<file path="config.mk">
export PLATFORM = sky130hd
export DESIGN_NAME = spi_dac_multi
export DESIGN_NICKNAME = d
export VERILOG_FILES = /design/src/rtl/spi_dac_pkg.sv /design/src/rtl/spi_dac_clkgen.sv /design/src/rtl/spi_dac_multi.sv
export SDC_FILE = /design/constraint.sdc
export NUM_CORES = 1
export LEC_CHECK = 0
export BUFFER_PORTS_ARGS = -buffer_cell sky130_fd_sc_hd__buf_2
export CAP_MARGIN = 0
export CELL_PAD_IN_SITES_DETAIL_PLACEMENT = 1
export CELL_PAD_IN_SITES_GLOBAL_PLACEMENT = 1
export CORE_MARGIN = 4
export CORE_UTILIZATION = 37
export DETAILED_ROUTE_END_ITERATION = 10
export PLACE_DENSITY_LB_ADDON = 0.1
export SKIP_LAST_GASP = 1
export SYNTH_ARGS = -nofsm -noshare
export SYNTH_HDL_FRONTEND = slang
export SYNTH_SLANG_ARGS = --single-unit
</file>
<file path="constraint.sdc">
create_clock -name clk -period 4.95 [get_ports clk]
set_input_delay 0.99 -clock clk [delete_from_list [all_inputs] [get_ports clk]]
set_output_delay 0.99 -clock clk [all_outputs]
set_load 0.02 [all_outputs]
</file>
<file path="src/rtl/spi_dac_pkg.sv">
// Shared types and frame assembly for the multi-channel SPI DAC driver.
package spi_dac_pkg;

   localparam int FRAME_W  = 24;
   localparam int GAP_BITS = 1;

   typedef logic [3:0] cmd_t;
   typedef logic [3:0] addr_t;

   typedef enum logic [2:0] {
      ST_IDLE,
      ST_NEXT_CH,
      ST_CS_GAP,
      ST_SHIFT,
      ST_END
   } state_t;

   function automatic logic [FRAME_W-1:0] make_frame(cmd_t cmd, addr_t addr, logic [15:0] data);
      return {cmd, addr, data};
   endfunction

endpackage

</file>
<file path="src/rtl/spi_dac_clkgen.sv">
// SCK half-period timer: pulses rise/fall enables every CLK_DIV clk while run is high.
module spi_dac_clkgen #(
   parameter int CLK_DIV = 1
) (
   input  logic clk,
   input  logic reset,
   input  logic run,
   output logic rise,
   output logic fall
);

   localparam int CW = (CLK_DIV > 1) ? $clog2(CLK_DIV) : 1;

   logic [CW-1:0] cnt;
   logic          phase;
   logic          tick;

   always_ff @(posedge clk) begin
      if (reset || !run) begin
         cnt   <= CW'(CLK_DIV - 1);
         phase <= 1'b0;
      end else if (cnt == '0) begin
         cnt   <= CW'(CLK_DIV - 1);
         phase <= ~phase;
      end else begin
         cnt <= cnt - CW'(1);
      end
   end

   assign tick = run && (cnt == '0);
   assign rise = tick && !phase;
   assign fall = tick && phase;

endmodule

</file>
<file path="src/rtl/spi_dac_multi.sv">
// Multi-channel LTC2624-class DAC writer: latches all samples on load, sends one 24-bit frame per channel.
// Optional SPI_DAC_MULTI_SKIP_UNCHANGED_EN skips channels whose value matches the last one written.
//
// state      | meaning
// IDLE       | waiting for load
// NEXT_CH    | scan start, pick first channel to send
// CS_GAP     | CS high for one bit period, shift register loaded
// SHIFT      | CS low, 24 bits clocked out
// END        | done pulse, restart from pending buffer if set
module spi_dac_multi
   import spi_dac_pkg::*;
#(
   parameter int   NUM_CH  = 4,
   parameter int   DATA_W  = 12,
   parameter int   CLK_DIV = 1,
   parameter cmd_t CMD     = 4'b0011
) (
   input  logic                     clk,
   input  logic                     reset,
   input  logic [NUM_CH*DATA_W-1:0] data_in,
   input  logic                     load,
   output logic                     busy,
   output logic                     done,
   output logic                     spi_sck,
   output logic                     spi_sdo,
   output logic                     spi_dac_cs
);

   state_t                   state, state_nx;
   addr_t                    idx, idx_nx, sel;
   logic [4:0]               bit_cnt, bit_cnt_nx;
   logic [NUM_CH*DATA_W-1:0] shadow, pend_data;
   logic                     pend;
   logic [FRAME_W-1:0]       shift_q;
   logic                     run, rise, fall, sck_int, found;
   logic [DATA_W-1:0]        chan_val;
   logic [15:0]              chan_data;

   assign run       = (state == ST_CS_GAP) || (state == ST_SHIFT);
   assign chan_val  = shadow[int'(idx)*DATA_W +: DATA_W];
   assign chan_data = 16'(chan_val) << (16 - DATA_W);
   assign done      = (state == ST_END);

   spi_dac_clkgen #(.CLK_DIV(CLK_DIV)) u_clkgen (
      .clk   (clk),
      .reset (reset),
      .run   (run),
      .rise  (rise),
      .fall  (fall)
   );

`ifdef SPI_DAC_MULTI_SKIP_UNCHANGED_EN
   logic [NUM_CH*DATA_W-1:0] last;
   logic [NUM_CH-1:0]        valid;
   logic                     sent;
   addr_t                    scan_from;

   always_ff @(posedge clk) begin
      if (reset) begin
         last  <= '0;
         valid <= '0;
         sent  <= 1'b0;
      end else begin
         if (state == ST_NEXT_CH)
            sent <= 1'b0;
         else if (state == ST_CS_GAP)
            sent <= 1'b1;
         if (state == ST_SHIFT && fall && bit_cnt == '0) begin
            last[int'(idx)*DATA_W +: DATA_W] <= chan_val;
            valid[int'(idx)]                 <= 1'b1;
         end
      end
   end

   // Lowest channel at or after scan_from whose shadow differs from what the DAC holds.
   always_comb begin
      found     = 1'b0;
      sel       = '0;
      scan_from = (state == ST_SHIFT) ? addr_t'(idx + 4'd1) : '0;
      for (int n = NUM_CH - 1; n >= 0; n--) begin
         if (n >= int'(scan_from) &&
             !(valid[n] && last[n*DATA_W +: DATA_W] == shadow[n*DATA_W +: DATA_W])) begin
            found = 1'b1;
            sel   = addr_t'(n);
         end
      end
   end

   // An all-skipped scan never drives CS, so busy drops as soon as it reaches END.
   assign busy = (state != ST_IDLE) && !(state == ST_END && !sent);
`else
   always_comb begin
      found = 1'b1;
      sel   = '0;
      if (state == ST_SHIFT) begin
         found = (idx != addr_t'(NUM_CH - 1));
         sel   = addr_t'(idx + 4'd1);
      end
   end

   assign busy = (state != ST_IDLE);
`endif

   always_comb begin
      state_nx   = state;
      idx_nx     = idx;
      bit_cnt_nx = bit_cnt;
      case (state)
         ST_IDLE: begin
            if (load) begin
               state_nx = ST_NEXT_CH;
               idx_nx   = '0;
            end
         end
         ST_NEXT_CH: begin
            if (found) begin
               state_nx   = ST_CS_GAP;
               idx_nx     = sel;
               bit_cnt_nx = 5'(GAP_BITS - 1);
            end else begin
               state_nx = ST_END;
            end
         end
         ST_CS_GAP: begin
            if (fall) begin
               if (bit_cnt == '0) begin
                  state_nx   = ST_SHIFT;
                  bit_cnt_nx = 5'(FRAME_W - 1);
               end else begin
                  bit_cnt_nx = bit_cnt - 5'd1;
               end
            end
         end
         ST_SHIFT: begin
            if (fall) begin
               if (bit_cnt != '0) begin
                  bit_cnt_nx = bit_cnt - 5'd1;
               end else if (found) begin
                  state_nx   = ST_CS_GAP;
                  idx_nx     = sel;
                  bit_cnt_nx = 5'(GAP_BITS - 1);
               end else begin
                  state_nx = ST_END;
               end
            end
         end
         ST_END: begin
            if (load || pend) begin
               idx_nx = '0;
`ifdef SPI_DAC_MULTI_SKIP_UNCHANGED_EN
               state_nx = ST_NEXT_CH;
`else
               state_nx   = ST_CS_GAP;
               bit_cnt_nx = 5'(GAP_BITS - 1);
`endif
            end else begin
               state_nx = ST_IDLE;
            end
         end
         default: state_nx = ST_IDLE;
      endcase
   end

   always_ff @(posedge clk) begin
      if (reset) begin
         state      <= ST_IDLE;
         idx        <= '0;
         bit_cnt    <= '0;
         shadow     <= '0;
         pend_data  <= '0;
         pend       <= 1'b0;
         shift_q    <= '0;
         sck_int    <= 1'b0;
         spi_sck    <= 1'b0;
         spi_sdo    <= 1'b0;
         spi_dac_cs <= 1'b1;
      end else begin
         state   <= state_nx;
         idx     <= idx_nx;
         bit_cnt <= bit_cnt_nx;

         if (state == ST_IDLE && load)
            shadow <= data_in;
         else if (state == ST_END && (load || pend))
            shadow <= load ? data_in : pend_data;

         if (state != ST_IDLE && load)
            pend_data <= data_in;
         if (state == ST_END)
            pend <= 1'b0;
         else if (state != ST_IDLE && load)
            pend <= 1'b1;

         if (state == ST_CS_GAP)
            shift_q <= make_frame(CMD, idx, chan_data);
         else if (state == ST_SHIFT && fall)
            shift_q <= {shift_q[FRAME_W-2:0], 1'b0};

         if (!run)
            sck_int <= 1'b0;
         else if (rise)
            sck_int <= 1'b1;
         else if (fall)
            sck_int <= 1'b0;

         // Pins share one register stage so SDO and SCK keep their relative phase.
         spi_sck    <= (state == ST_SHIFT) && sck_int;
         spi_sdo    <= (state == ST_SHIFT) && shift_q[FRAME_W-1];
         spi_dac_cs <= (state != ST_SHIFT);
      end
   end

endmodule

</file>
==> impl_metrics.env <==
export IMPL_status="finished clean"
export IMPL_cts_buffers=17
export IMPL_finalSetupViolCount=0
export IMPL_ir_worst_vdd_mv=0.255
export IMPL_post_route_worst_setup_slack_ps=2130
export IMPL_critPathKind="reg -> out"
export IMPL_drc=0
export IMPL_holdCritStartpoint="sck_int$_SDFFE_PP0P_"
export IMPL_io_pins=56
export IMPL_cp_cell_sequence="or3_1 -> buf_2"
export IMPL_power_switching_mw=0.870
export IMPL_synth_edf_count=0
export IMPL_antenna_found_initial=0
export IMPL_synth_seq_cells=135
export IMPL_synthCells=649
export IMPL_place_hpwl_um=10700
export IMPL_row_count=46
export IMPL_core_area_um2=15900
export IMPL_antenna_cells=0
export IMPL_worstSkewPairLatency_ps=420
export IMPL_p_int_mw=2.22
export IMPL_cts_root_buf="clkbuf_16"
export IMPL_layout_drive_gt1_share=0.198
export IMPL_antenna_left=0
export IMPL_grt_pass1_wl_um=25700
export IMPL_setup_worst_path_start="state[0]$_SDFFE_PP0P_"
export IMPL_grt_max_degree=97
export IMPL_clock_sinks=135
export IMPL_critPathBufInv=1
export IMPL_cts_tree="built"
export IMPL_layout_commonest_cell="dfxtp_1"
export IMPL_cp_end_kind="output pin"
export IMPL_synth_ff_type="dfxtp_1"
export IMPL_dp_slack_ps=1940
export IMPL_ctsHoldBuffers=0
export IMPL_clkTransAtPathRegs_ps=60
export IMPL_die_area_um2=18300
export IMPL_cp_top_family="flip-flops"
export IMPL_tightest_slew_ps=1000
export IMPL_crit_required_ps=3960
export IMPL_slew_headroom=0.331
export IMPL_finalPower_mw=3.09
export IMPL_grt_pass1_vias=4932
export IMPL_syn_area_per_cell_um2=9.23
export IMPL_wl_per_cell_um=17.6
export IMPL_worst_path_max_delay_cell="dfxtp_1"
export IMPL_finClkSkew_ps=8.04
export IMPL_finalCritPeriodShare=0.570
export IMPL_power_share_clock=0.432
export IMPL_nets=726
export IMPL_p_leak_nw=2.64
export IMPL_gr_total_overflow=0
export IMPL_path_max_fanout=22
export IMPL_hold_class="reg -> reg"
export IMPL_htree_levels=4
export IMPL_ys_types=55
export IMPL_globalRouteTotalUtil=0.181
export IMPL_vias=4785
export IMPL_p_comb_frac=0.150
export IMPL_seq_power_share=0.419
export IMPL_dp_cells=870
export IMPL_gp_congestion=0.773
export IMPL_drt_pass1_iterations=4
export IMPL_ys_seq_area_frac=0.451
export IMPL_fillers=1841
export IMPL_worstPathArrival_ps=1830
export IMPL_fmax_mhz=355
export IMPL_synth_warnings=0
export IMPL_max_cap_violations=0
export IMPL_async_flop_share=0
export IMPL_vias_per_cell=5.30
export IMPL_r2r_start="state[0]$_SDFFE_PP0P_"
export IMPL_p_per_area_nw_per_um2=446
export IMPL_fin_crit_ps=2820
export IMPL_start_util=0.377
export IMPL_fin_cells=902
export IMPL_p_sw_frac=0.282
export IMPL_setup_tns_ps=0
export IMPL_drtIter0Drc=171
export IMPL_fp_dieW_um=135
export IMPL_max_stage_delay_ps=890
export IMPL_finalHoldViolations=0
export IMPL_port_buffers=55
export IMPL_die_y_um=135
export IMPL_drv_slew=0
export IMPL_layout_common_cells="135 x dfxtp_1, 103 x nand2_1, 79 x nor2_1"
export IMPL_syn_nets=702
export IMPL_drt_wl_total_um=15900
export IMPL_rsz0062_at_grt="no"
export IMPL_crit_path_start_kind="flip-flop"
export IMPL_postCtsSetupBuffers=0
export IMPL_area_delta_synth_final_pct=15.6
export IMPL_netlist_area_um2=5990
export IMPL_clk_path_buf_depth=2
export IMPL_postCtsResizedCells=0
## worst min-delay path: stages (launching register included)
cell and delay, ps:
dfxtp_1 290, inv_1 60, nor2_1 40
## path summary, 6_finish.rpt
check / end / slack, ps / depth (start not counted)
max reg2reg: pend_data[38]$_SDFFE_PP0P_ / 2490 / 4
max: busy / 2130 / 2
min reg2reg: spi_sck$_SDFF_PP0_ / 430 / 2
min: spi_sck$_SDFF_PP0_ / 430 / 2
## logic make-up (layout without fill, tap and decap cells)
group	after synthesis	in the layout	synth area share
buffers and inverters	62	99	0.0507
AO/OA/AOI/OAI	143	143	0.171
other	1	1	0.000626
multiplexers	66	66	0.136
AND/OR/NAND/NOR	239	239	0.185
flip-flops	135	135	0.451
adder cells (fa/ha/maj)	2	2	0.00418
XOR/XNOR	1	1	0.00146
## power by group through the flow
stage | logic [mW] | clock network (mW) | registers (mW)
floorplan | 0.385 | 0 | 1.27
global placement | 0.452 | 0 | 1.31
detailed placement | 0.471 | 0 | 1.32
CTS | 0.474 | 1.36 | 1.29
global route | 0.520 | 1.42 | 1.31
finish | 0.462 | 1.33 | 1.29
## area by class of cell
type,instances,area [µm²],share of cell area
tap,216,270,0.0390
clock inverter,10,144,0.0208
multi-input combinational,452,2990,0.432
timing repair buffer,60,315,0.0455
sequential,135,2700,0.390
clock buffer,22,474,0.0685
inverter,7,26.3,0.00379
## flip-flops by register name, summed over array words and instances (netlist names)
register,count
shift_q,20
sck_int,1
u_clkgen.phase,1
idx,4
bit_cnt,5
spi_sck,1
spi_dac_cs,1
shadow,48
spi_sdo,1
state,3
pend,1
pend_data,48
u_clkgen.cnt,1
## metal layers
layer	part of all wire	vias to the layer above	global-route usage	wire length, µm
li1	-	2348	-	-
met1	0.44	2354	0.215	6940
met2	0.52	57	0.319	8180
met3	0.030	26	0.0453	471
met4	0.018	0	0.0627	283
met5	0	-	0	0
## synthesized netlist by cell type (5+ instances only)
| master | n | share of area |
|---|---|---|
| a221oi_2 | 9 | 0.023 |
| nor2_1 | 79 | 0.049 |
| clkbuf_1 | 17 | 0.011 |
| buf_4 | 5 | 0.0063 |
| buf_2 | 30 | 0.025 |
| inv_1 | 6 | 0.0038 |
| dfxtp_1 | 135 | 0.45 |
| mux2i_1 | 53 | 0.089 |
| mux4_2 | 12 | 0.045 |
| nor3_1 | 10 | 0.0084 |
| a211oi_1 | 50 | 0.063 |
| a21oi_1 | 58 | 0.048 |
| nand2_1 | 103 | 0.065 |
| nand3_1 | 8 | 0.0067 |
| nor3_2 | 13 | 0.022 |
## metrics by stage
| step | hold slack (ps) | area (µm²) | utilization |
|---|---|---|---|
| 2_1_floorplan | 412 | 5990 | - |
| 3_3_place_gp | 424 | 6310 | 0.397 |
| 3_5_place_dp | 435 | 6310 | 0.397 |
| 4_1_cts | 437 | 6920 | 0.436 |
| 5_1_grt | 452 | 6920 | 0.436 |
| 6_report | 432 | 6920 | 0.436 |
Power figures use the tool's default switching activity.
